**src/rtl/and_gate_if.sv**
```systemverilog
// Bus bundle for the and_gate block: operands and counter clear in, result,
// registered copy, rise flags and high-cycle count out.
interface and_gate_if #(
  parameter int WIDTH = 1,
  parameter int CNT_W = 16
);
  logic [WIDTH-1:0] a;
  logic [WIDTH-1:0] b;
  logic             clr_cnt;
  logic [WIDTH-1:0] y;
  logic [WIDTH-1:0] y_q;
  logic [WIDTH-1:0] y_rise;
  logic [CNT_W-1:0] hi_count;

  modport master (
    output a, b, clr_cnt,
    input  y, y_q, y_rise, hi_count
  );

  modport slave (
    input  a, b, clr_cnt,
    output y, y_q, y_rise, hi_count
  );
endinterface

```
**src/rtl/and_gate.sv**
```systemverilog
// Bitwise AND with a combinational result, a registered copy, per-bit rising
// edge pulses and a saturating count of cycles with every result bit high.
module and_gate #(
  parameter int WIDTH = 1,
  parameter int CNT_W = 16
) (
  input  logic       clk,
  input  logic       rst_n,
  and_gate_if.slave  bus
);

  localparam logic [CNT_W-1:0] CNT_ONE = {{(CNT_W-1){1'b0}}, 1'b1};

  function automatic logic [CNT_W-1:0] sat_inc(input logic [CNT_W-1:0] v);
    return (&v) ? v : v + CNT_ONE;
  endfunction

  logic [WIDTH-1:0] and_w;
  logic [WIDTH-1:0] y_q_d, y_q_q;
  logic [WIDTH-1:0] y_rise_d, y_rise_q;
  logic [CNT_W-1:0] hi_count_d, hi_count_q;

  // The combinational result never touches clk or rst_n.
  assign and_w  = bus.a & bus.b;
  assign bus.y  = and_w;

  always_comb begin
    y_q_d      = and_w;
    y_rise_d   = and_w & ~y_q_q;
    hi_count_d = hi_count_q;
    if (bus.clr_cnt) begin
      hi_count_d = '0;
    end else if (&and_w) begin
      hi_count_d = sat_inc(hi_count_q);
    end
  end

  always_ff @(posedge clk or negedge rst_n) begin
    if (!rst_n) begin
      y_q_q      <= '0;
      y_rise_q   <= '0;
      hi_count_q <= '0;
    end else begin
      y_q_q      <= y_q_d;
      y_rise_q   <= y_rise_d;
      hi_count_q <= hi_count_d;
    end
  end

  assign bus.y_q      = y_q_q;
  assign bus.y_rise   = y_rise_q;
  assign bus.hi_count = hi_count_q;

endmodule

```
**src/flat_wrapper.sv**
```systemverilog
// flat-port wrapper written by rule: the top's interface ports become plain ports
module and_gate_flat 
#(
  parameter int WIDTH = 1,
  parameter int CNT_W = 16
)
  (clk, rst_n, bus_a, bus_b, bus_clr_cnt, bus_y, bus_y_q, bus_y_rise, bus_hi_count);
  and_gate_if #(.WIDTH(WIDTH), .CNT_W(CNT_W)) bus_i ();
  input  logic clk;
  input  logic rst_n;
  input wire logic [$bits(bus_i.a)-1:0] bus_a;
  input wire logic [$bits(bus_i.b)-1:0] bus_b;
  input wire logic [$bits(bus_i.clr_cnt)-1:0] bus_clr_cnt;
  output wire logic [$bits(bus_i.y)-1:0] bus_y;
  output wire logic [$bits(bus_i.y_q)-1:0] bus_y_q;
  output wire logic [$bits(bus_i.y_rise)-1:0] bus_y_rise;
  output wire logic [$bits(bus_i.hi_count)-1:0] bus_hi_count;
  assign bus_i.a = bus_a;
  assign bus_i.b = bus_b;
  assign bus_i.clr_cnt = bus_clr_cnt;
  assign bus_y = bus_i.y;
  assign bus_y_q = bus_i.y_q;
  assign bus_y_rise = bus_i.y_rise;
  assign bus_hi_count = bus_i.hi_count;
  and_gate #(.WIDTH(WIDTH), .CNT_W(CNT_W)) u_core (.clk(clk), .rst_n(rst_n), .bus(bus_i));
endmodule
```
**config.mk**
```make
export PLATFORM = sky130hd
export DESIGN_NAME = and_gate_flat
export DESIGN_NICKNAME = d
export VERILOG_FILES = /design/src/rtl/and_gate_if.sv /design/src/rtl/and_gate.sv /design/src/flat_wrapper.sv
export SDC_FILE = /design/constraint.sdc
export NUM_CORES = 1
export LEC_CHECK = 0
export CORE_MARGIN = 5
export CORE_UTILIZATION = 40
export CTS_CLUSTER_SIZE = 20
export DETAILED_ROUTE_END_ITERATION = 16
export DONT_BUFFER_PORTS = 1
export HOLD_SLACK_MARGIN = 0.05
export SLEW_MARGIN = 20
export SYNTH_ARGS = -nofsm -noshare
export SYNTH_HDL_FRONTEND = slang
export SYNTH_SLANG_ARGS = --single-unit
```
**constraint.sdc**
```tcl
create_clock -name clk -period 1.81 [get_ports clk]
set_clock_uncertainty 0.1 [all_clocks]
set_input_delay 0.4525 -clock clk [delete_from_list [all_inputs] [get_ports clk]]
set_output_delay 0.4525 -clock clk [all_outputs]
set_load 0.02 [all_outputs]
```
==> key figures, run 1 <==
Outcome
  • Status: complete, no violations

Routing
  • Initial drt markers: 15
  • Post-route ant nets: 0
  • WL/cell: 16.3 µm
  • Vias per cell: slightly below 6
  • Pre-antenna DRT Iters: 4
  • Residual DRC count: 0
  • Total Wirelength: between 2 and 3 mm
  • Via count: slightly above 900

Finish
  • Fin area: around 0.0013 mm²
  • Post-Layout Cell Count: 158
  • Synth-to-Final Area Change: 34.5%
  • N_diodes: 0
  • Layout fillers: 198
  • Layout cell share with drive strength beyond 1: approximately two fifths
  • Fin nets: 137

Clocking
  • CTS tree: yes
  • Root buf cell: clkbuf_4
  • CTS Buf Count: 3
  • Clk slew on worst S/H paths: 0.11 ns
  • Clock latency on the worst-skew pair: ~0.31 ns
  • Clk buf depth: 2
  • Sink Count: 18
  • H-tree depth: 1

Global route
  • Vias in the first global route: roughly 880
  • Total track usage: 16.0%
  • Largest net degree at the start of global routing: 19
  • Grt ovf: 0
  • Antenna violations before repair: 0
  • Global-route wire length before repair: between 4 and 5 mm

Critical path
  • Crit path arrival time: about 1.9 ns
  • CP Class: reg -> reg
  • Top delay family on crit path: simple AND/OR/NAND/NOR gates
  • FF-to-FF End: u_core.bus.hi_count[14]
  • WP data required: about 2.0 ns
  • Startpoint types: register
  • Crit-path max FO: 4
  • Worst-path cell chain: ha_4, nand4_4, buf_4, or4_1, a21oi_2
  • R2r setup slk: between 0.01 and 0.015 ns
  • Max incr delay on CP: between 0.5 and 0.6 ns
  • Worst R2R Start: u_core.bus.hi_count[0]
  • CP bufs+invs: 1
  • Crit. End Element: register
  • R2r worst-path depth: 5
  • CP max-delay cell: or4_1

Floorplanning
  • Die Wd: ~59 µm
  • Die area: 0.00352 mm²
  • Core Area: ~0.0023 mm²
  • Chip Height: 59.3 µm
  • Row cnt: 17
  • I/O Pins: 24
  • Initial core utilization: between 40% and 50%

Power and ir drop
  • Max IR drop VDD: 0.000403 V
  • Static Leak: 0.561 nW
  • Tot Pwr: just over 0.7 mW
  • Pwr/cell area: 551 mW/mm²

Placed design
  • Routability cong.: approximately 0.8
  • Place WS: -0.00000744 ns
  • Port Buffer Count: 0
  • Dpl cells: 152
  • Hpwl dp: 1.88 mm
  • Placed cell areas: approximately 0.0012 mm²

Logic synthesis
  • Cell area after synthesis: slightly below 0.001 mm²
  • Flops & latches, synth: 18
  • Avg Cell Area, Syn: between 9 and 10 µm²
  • Seq/Total Area, Yosys: 46.3%
  • Ys Warns: 0
  • Post-synth cell types: 33
  • Net count after synthesis: roughly 110
  • Syn Inst Count: 100

STA
  • Pins over their slew limit: 0
  • Final hold slack: ~0.087 ns
  • FMAX: between 500 and 600 MHz
  • RSZ-0062 raised after global routing: yes
  • Hold Fails Final Rpt: 0
  • Worst Tran Pin Value: about 0.84 ns
  • Setup ws final: around 0.013 ns
  • Slew HR: between 40% and 50%
  • Final min period: around 1.8 ns
  • Final worst path period share: approximately 100%
  • # setup viols final: 0

Job
  • Max-cap check violation count: 0

Worst hold path
  • Hold path cells: 1
  • Hold EP: u_core.bus.hi_count[14]
  • Hold Startpoint: bus_clr_cnt
  • Hold Path Class: in -> reg
## stage by stage
step / util, % / setup TNS [ns]
3_5_place_dp: 53.7 / -0.00000744
2_1_floorplan: - / 0
4_1_cts: 55.7 / 0
5_1_grt: 57.4 / -0.117
6_report: 57.4 / 0
3_3_place_gp: 53.7 / 0
## cells in the mapped netlist
cell type / n / area, µm²
ha_1: 1 / 12.5
inv_1: 7 / 26.3
or2_1: 1 / 6.26
o21ai_0: 5 / 25.0
and3_1: 1 / 6.26
nand2_1: 5 / 18.8
a31oi_1: 1 / 6.26
or4_1: 3 / 22.5
a21oi_1: 10 / 50.1
o41ai_2: 1 / 16.3
o41ai_1: 2 / 17.5
clkbuf_1: 2 / 7.51
and4_1: 1 / 8.76
nand3_1: 5 / 25.0
or3_1: 6 / 37.5
a211oi_1: 2 / 15.0
o31ai_1: 4 / 30.0
nor4_1: 1 / 6.26
nand4_4: 1 / 21.3
nand3_2: 1 / 10.0
a31o_2: 1 / 8.76
buf_4: 1 / 7.51
nand4_1: 5 / 31.3
nor3_2: 1 / 10.0
nor4_2: 1 / 12.5
mux2_4: 1 / 15.0
mux2i_1: 2 / 20.0
nor2b_1: 1 / 6.26
nor2_1: 6 / 22.5
nor3_1: 1 / 5.00
dfrtp_1: 18 / 450
buf_2: 1 / 5.00
xor2_1: 1 / 8.76
## layer usage
layer	wire length, µm	part of all wire (%)	global-route usage [%]
met5	0	0	0
met3	174	6.8	3.92
met1	1150	45	21.4
met2	1180	46	25.0
met4	65	2.5	5.83
## power breakdown
group          switching (mW)  internal (mW)  total (mW)
Sequential            0.00827          0.407       0.416
Clock                   0.140          0.123       0.263
Combinational          0.0259         0.0169      0.0428
Total                   0.174          0.547       0.721
## worst max path at each step
stage | startpoint | end | slack (ns) | depth (start not counted)
5_1_grt | u_core.bus.hi_count[0] | u_core.bus.hi_count[14] | -0.06 | 5
3_5_place_dp | u_core.bus.hi_count[0] | u_core.bus.hi_count[6] | -0.000007 | 6
3_3_place_gp | u_core.bus.hi_count[10] | u_core.bus.hi_count[14] | 0.07 | 5
4_1_cts | u_core.bus.hi_count[0] | u_core.bus.hi_count[6] | 0.007 | 6
2_1_floorplan | u_core.bus.hi_count[7] | u_core.bus.hi_count[6] | 0.009 | 5
6_report | u_core.bus.hi_count[0] | u_core.bus.hi_count[14] | 0.01 | 5
## cell type report
type	instances	area [µm²]	area share (%)
multi-input cells	71	515	39.4
flip-flops and latches	18	463	35.4
repair buffers	30	231	17.7
clock buffers	4	36.3	2.78
well taps	28	35.0	2.68
inverters	7	26.3	2.01
## repair_timing
action / CTS / global route
gates resized for setup: 0 / 8
setup buffers: 0 / 1
hold buffers: 1 / 0
endpoints found under the hold margin: 18 / 0
setup endpoints to repair: 0 / 10
## logic make-up (layout without fill, tap and decap cells)
kind of cell	count (synthesis)	count (layout)	share of synthesized area, %
muxes	3	3	3.60
and+or+nand+nor	40	40	25.7
xor gates and xnor gates	1	1	0.901
AOI/OAI and AO/OA	26	26	17.4
buffers and inverters	11	41	4.76
adders and majority gates	1	1	1.29
DFF	18	18	46.3
## flip-flops by register name, summed over array words and instances, names as in the netlist
register,count
u_core.bus.hi_count,16
u_core.bus.y_q,1
u_core.bus.y_rise,1
## placed cells by master, fill, tap and decap left out, types with 2 or more instances in the layout
| cell type | count |
|---|---|
| a211oi_1 | 2 |
| a21oi_1 | 9 |
| buf_4 | 28 |
| clkbuf_4 | 3 |
| dfrtp_1 | 8 |
| dfrtp_2 | 10 |
| inv_1 | 7 |
| mux2i_1 | 2 |
| nand2_1 | 5 |
| nand3_1 | 5 |
| nand4_1 | 5 |
| nor2_1 | 6 |
| o21ai_0 | 4 |
| o31ai_1 | 4 |
| o41ai_1 | 2 |
| or3_1 | 6 |
| or4_1 | 3 |
No activity file was read; power rests on OpenSTA's default activity.
==> run 2, diff against run 1 <==
--- a/config.mk
+++ b/config.mk
@@ -7,10 +7,11 @@
 export LEC_CHECK = 0
 export CORE_MARGIN = 5
 export CORE_UTILIZATION = 40
+export CTS_BUF_LIST = sky130_fd_sc_hd__clkbuf_2 sky130_fd_sc_hd__clkbuf_4 sky130_fd_sc_hd__clkbuf_8
 export CTS_CLUSTER_SIZE = 20
 export DETAILED_ROUTE_END_ITERATION = 16
 export DONT_BUFFER_PORTS = 1
-export HOLD_SLACK_MARGIN = 0.05
+export HOLD_SLACK_MARGIN = 0.08
 export SLEW_MARGIN = 20
 export SYNTH_ARGS = -nofsm -noshare
 export SYNTH_HDL_FRONTEND = slang
==> key figures, run 2 (synthesis gave the netlist of run 1 again) <==
Outcome
  • Status: complete, but fails checks
  • Failing checks: setup timing

Clocking
  • Root buf cell: clkbuf_4
  • Clk buf depth: 2
  • CTS Buf Count: 3
  • H-tree depth: 1
  • Sink Count: 18
  • CTS tree: yes
  • Clk slew on worst S/H paths: roughly 0.11 ns
  • Clock latency on the worst-skew pair: 0.30 ns

Critical path
  • R2r setup slk: -0.03 ns
  • Setup crit start: u_core.bus.hi_count[0]
  • Max incr delay on CP: 0.55 ns
  • FF-to-FF End: u_core.bus.hi_count[14]
  • Crit-path max FO: 4
  • CP max-delay cell: or4_1
  • Worst-path cell chain: ha_4, nand4_4, buf_4, or4_1, a21oi_2
  • Worst R2R Start: u_core.bus.hi_count[0]
  • Startpoint types: register
  • WP data required: 1.94 ns
  • Top delay family on crit path: simple AND/OR/NAND/NOR gates
  • Crit. End Element: register
  • CP bufs+invs: 1
  • R2r worst-path depth: 5
  • CP Class: reg -> reg
  • Crit path arrival time: 1.97 ns

Finish
  • Post-Layout Cell Count: 159
  • Commonest non-fill, non-tap cells in the layout: buf_4, dfrtp_2, a21oi_1
  • Fin nets: approximately 140
  • Layout cell share with drive strength beyond 1: between 40% and 50%
  • Final core occ: 57.9%
  • Commonest non-fill, non-tap cell in the layout: buf_4
  • Synth-to-Final Area Change: 35.5%
  • Max reg flops: 16
  • Fin area: approximately 0.0013 mm²
  • N_diodes: 0
  • Layout fillers: 196

Floorplanning
  • Chip Height: between 50 and 60 µm
  • Row cnt: 17
  • Initial core utilization: approximately 43%
  • Die Wd: a little under 60 µm
  • Core Area: ~0.0023 mm²
  • I/O Pins: 24
  • Die area: ~0.0035 mm²

Routing
  • Initial drt markers: 18
  • Pre-antenna DRT Iters: 4
  • Total Wirelength: about 2.6 mm
  • Post-route ant nets: 0
  • Vias per cell: between 5 and 6
  • WL/cell: 16.3 µm
  • Residual DRC count: 0
  • Via count: about 910

Placed design
  • Routability cong.: 0.815
  • Port Buffer Count: 0
  • Placed cell areas: about 0.0012 mm²
  • Place WS: -0.00000744 ns
  • Dpl cells: around 150
  • Hpwl dp: ~1.9 mm

Power and ir drop
  • Max IR drop VDD: between 0.0004 and 0.0005 V
  • Static Leak: between 0.5 and 0.6 nW
  • Pwr/cell area: 546 mW/mm²

Job
  • Max-cap check violation count: 0

STA
  • Pins over their slew limit: 0
  • Final worst path period share: 101%
  • Worst Tran Pin Value: 0.827 ns
  • Final min period: 1.84 ns
  • Setup ws final: -0.0254 ns
  • FMAX: 545 MHz
  • Slew HR: about 45%
  • Setup TNS: -0.0254 ns
  • # setup viols final: 1
  • Hold Fails Final Rpt: 0
  • RSZ-0062 raised after global routing: yes

Global route
  • Largest net degree at the start of global routing: 19
  • Antenna violations before repair: 0
  • Vias in the first global route: between 800 and 900
  • Total track usage: approximately 16%
  • Grt ovf: 0
  • Global-route wire length before repair: around 4.2 mm

Worst hold path
  • Hold EP: u_core.bus.hi_count[0]
  • Hold Startpoint: bus_clr_cnt
  • Hold Path Class: in -> reg
  • Hold path cells: 1
[run 2: cell count changes in the layout (fill, tap and decap cells not counted)]
cell           change
dlygate4sd3_1      +1
[run 2: per-stage QoR]
stage                     hold WS, ns  power, mW
after global routing           0.0823      0.746
final                          0.0909      0.719
after CTS                      0.0870      0.718
after floorplan                0.0569      0.448
after detailed placement       0.0573      0.454
after global placement         0.0574      0.452
[run 2: power by group]
part | total (mW) | internal (mW) | leakage (nW) | switching [mW]
combinational | 0.0451 | 0.0185 | 0.312 | 0.0266
sequential | 0.416 | 0.407 | 0.232 | 0.00825
clock | 0.258 | 0.123 | 0.0210 | 0.136
total | 0.719 | 0.549 | 0.566 | 0.170
[run 2: timing repair]
item	CTS	global route
endpoints found under the setup margin	0	10
endpoints found under the hold margin	18	2
hold buffers	1	1
resized for setup	0	8
setup buffers	0	1
[run 2: worst max path at each step]
| stage | cells after the start | to |
|---|---|---|
| floorplan | 5 | u_core.bus.hi_count[6] |
| global placement | 5 | u_core.bus.hi_count[14] |
| detailed placement | 6 | u_core.bus.hi_count[6] |
| CTS | 6 | u_core.bus.hi_count[6] |
| global route | 5 | u_core.bus.hi_count[14] |
| finish | 5 | u_core.bus.hi_count[14] |
[run 2: layout make-up]
type	instances	area [µm²]	share of cell area (%)
Multi-Input combinational cell	71	515	39.1
Sequential cell	18	463	35.1
Timing Repair Buffer	31	241	18.3
Clock buffer	4	36.3	2.75
Tap cell	28	35.0	2.66
Inverter	7	26.3	1.99
[run 2: worst reg2reg max path, delay by kind of cell, from the launching register on]
family                     cells  cell delay, ns
adders and majority gates      1            0.17
AOI/OAI and AO/OA              1            0.18
buffers and inverters          1            0.20
DFF                            1            0.42
and+or+nand+nor                2            0.71
[run 2: layer usage]
| metal | up-vias | wire (µm) | track usage, % |
|---|---|---|---|
| met5 | - | 0 | 0 |
| met4 | 0 | 62 | 5.83 |
| met3 | 7 | 174 | 3.92 |
| met2 | 31 | 1190 | 25.0 |
| met1 | 430 | 1170 | 21.4 |
| li1 | 438 | - | - |
==> run 3, diff against run 2 <==
--- a/config.mk
+++ b/config.mk
@@ -6,12 +6,14 @@
 export NUM_CORES = 1
 export LEC_CHECK = 0
 export CORE_MARGIN = 5
-export CORE_UTILIZATION = 40
+export CORE_UTILIZATION = 55
 export CTS_BUF_LIST = sky130_fd_sc_hd__clkbuf_2 sky130_fd_sc_hd__clkbuf_4 sky130_fd_sc_hd__clkbuf_8
 export CTS_CLUSTER_SIZE = 20
 export DETAILED_ROUTE_END_ITERATION = 16
 export DONT_BUFFER_PORTS = 1
 export HOLD_SLACK_MARGIN = 0.08
+export PLACE_DENSITY = 0.73
+export RECOVER_POWER = 50
 export SLEW_MARGIN = 20
 export SYNTH_ARGS = -nofsm -noshare
 export SYNTH_HDL_FRONTEND = slang
==> key figures, run 3 (synthesis gave the netlist of run 1 again) <==
Critical path
  • Crit path arrival time: 1.90 ns
  • Max incr delay on CP: 0.43 ns
  • CP max-delay cell: dfrtp_2
  • CP Class: reg -> reg
  • WP data required: about 1.9 ns
  • R2r setup slk: -0.006 ns
  • Crit. End Element: register
  • Startpoint types: register
  • Worst-path cell chain: ha_4, nand4_4, o41ai_4, buf_4, mux2i_1, nor2_1
  • Crit-path max FO: 8

Global route
  • Vias in the first global route: 986
  • Total track usage: between 20% and 30%
  • Grt ovf: 0
  • Antenna violations before repair: 0
  • Largest net degree at the start of global routing: 19
  • Global-route wire length before repair: 4.35 mm

Finish
  • Layout cell share with drive strength beyond 1: between 40% and 50%
  • Synth-to-Final Area Change: 36.0%
  • Final core occ: between 70 and 80%
  • Fin area: around 0.0013 mm²
  • Max reg flops: 16
  • Area of the multi-input gates: between 500 and 600 µm²
  • Commonest non-fill, non-tap cells in the layout: buf_4, dfrtp_2, a21oi_1
  • Fin nets: approximately 140
  • FF/Latch Area: 464 µm²
  • Post-Layout Cell Count: around 160
  • Commonest non-fill, non-tap cell in the layout: buf_4
  • N_diodes: 0
  • Layout fillers: about 110

STA
  • FMAX: between 500 and 600 MHz
  • Setup TNS: -0.00565 ns
  • Slew HR: 45.9%
  • # setup viols final: 1
  • Hold Fails Final Rpt: 0
  • Pins over their slew limit: 0
  • Final hold slack: 0.0936 ns
  • RSZ-0062 raised after global routing: yes
  • Final min period: ~1.8 ns
  • Setup ws final: -0.00565 ns
  • Final worst path period share: 100%
  • Worst Tran Pin Value: between 0.8 and 0.9 ns

Routing
  • Residual DRC count: 0
  • Total Wirelength: approximately 2.6 mm
  • Pre-antenna DRT Iters: 4
  • Via count: around 950
  • WL/cell: ~17 µm
  • Vias per cell: 5.97
  • Post-route ant nets: 0
  • Initial drt markers: 20

Power and ir drop
  • Tot Pwr: between 0.7 and 0.8 mW
  • Pwr/cell area: 544 mW/mm²
  • Static Leak: ~0.57 nW
  • Max IR drop VDD: between 0.0005 and 0.0006 V

Outcome
  • Status: complete, but fails checks
  • Failing checks: setup timing

Floorplanning
  • Initial core utilization: 56.9%
  • Die Wd: 52.0 µm
  • Row cnt: 15
  • Chip Height: 52.0 µm
  • I/O Pins: 24
  • Die area: ~0.0027 mm²
  • Core Area: ~0.0017 mm²

Clocking
  • Clock latency on the worst-skew pair: about 0.30 ns
  • CTS Buf Count: 3
  • Clk slew on worst S/H paths: 0.12 ns
  • H-tree depth: 1
  • Clk buf depth: 2
  • CTS tree: yes
  • Root buf cell: clkbuf_4
  • Sink Count: 18

Worst hold path
  • Hold Path Class: in -> reg

Placed design
  • Dpl cells: 150
  • Port Buffer Count: 0
  • Routability cong.: ~0.8
  • Place WS: -0.0158 ns
  • Placed cell areas: about 0.0012 mm²
  • Hpwl dp: 1.83 mm

Job
  • Max-cap check violation count: 0
-- run 3: repair_timing --
item	CTS	global route
hold buffers	1	0
pin swaps	0	5
buffers inserted	0	4
setup endpoints to repair	1	10
gates resized for setup	2	4
hold endpoints to repair	18	0
-- run 3: power by group --
group / internal, mW / total [mW] / switching (mW)
sequential: 0.407 / 0.416 / 0.00863
combinational: 0.0176 / 0.0443 / 0.0267
clock: 0.123 / 0.259 / 0.136
total: 0.548 / 0.719 / 0.171
-- run 3: cell type report --
class,count,area share [%]
Timing Repair Buffer,34,18.9
Sequential cell,18,35.1
Multi-Input combinational cell,71,38.9
Inverter,7,1.99
Clock buffer,4,2.74
Tap cell,25,2.37
-- run 3: routing by layer --
layer / vias up / GRT usage [%] / wire length [µm]
met5: - / 0 / 0
met4: 0 / 6.99 / 44
met3: 6 / 5.16 / 159
met2: 35 / 36.6 / 1400
met1: 467 / 25.9 / 1040
li1: 441 / - / -
-- run 3: critical path, delay by kind of cell (launching register included) --
kind / cells / cell delay (ns)
AOI/OAI and AO/OA: 1 / 0.40
adders and majority gates: 1 / 0.16
buffers and inverters: 1 / 0.22
DFF: 1 / 0.43
muxes: 1 / 0.21
and+or+nand+nor: 2 / 0.19
-- run 3: final timing paths --
path                                   startpoint                       to  depth (start not counted)
min in group asynchronous                   rst_n  u_core.bus.hi_count[10]                          1
hold / removal                        bus_clr_cnt   u_core.bus.hi_count[5]                          1
setup reg to reg           u_core.bus.hi_count[0]   u_core.bus.hi_count[1]                          6
setup / recovery           u_core.bus.hi_count[0]   u_core.bus.hi_count[1]                          6
max in group asynchronous                   rst_n   u_core.bus.hi_count[1]                          1
hold reg to reg                    u_core.bus.y_q        u_core.bus.y_rise                          1
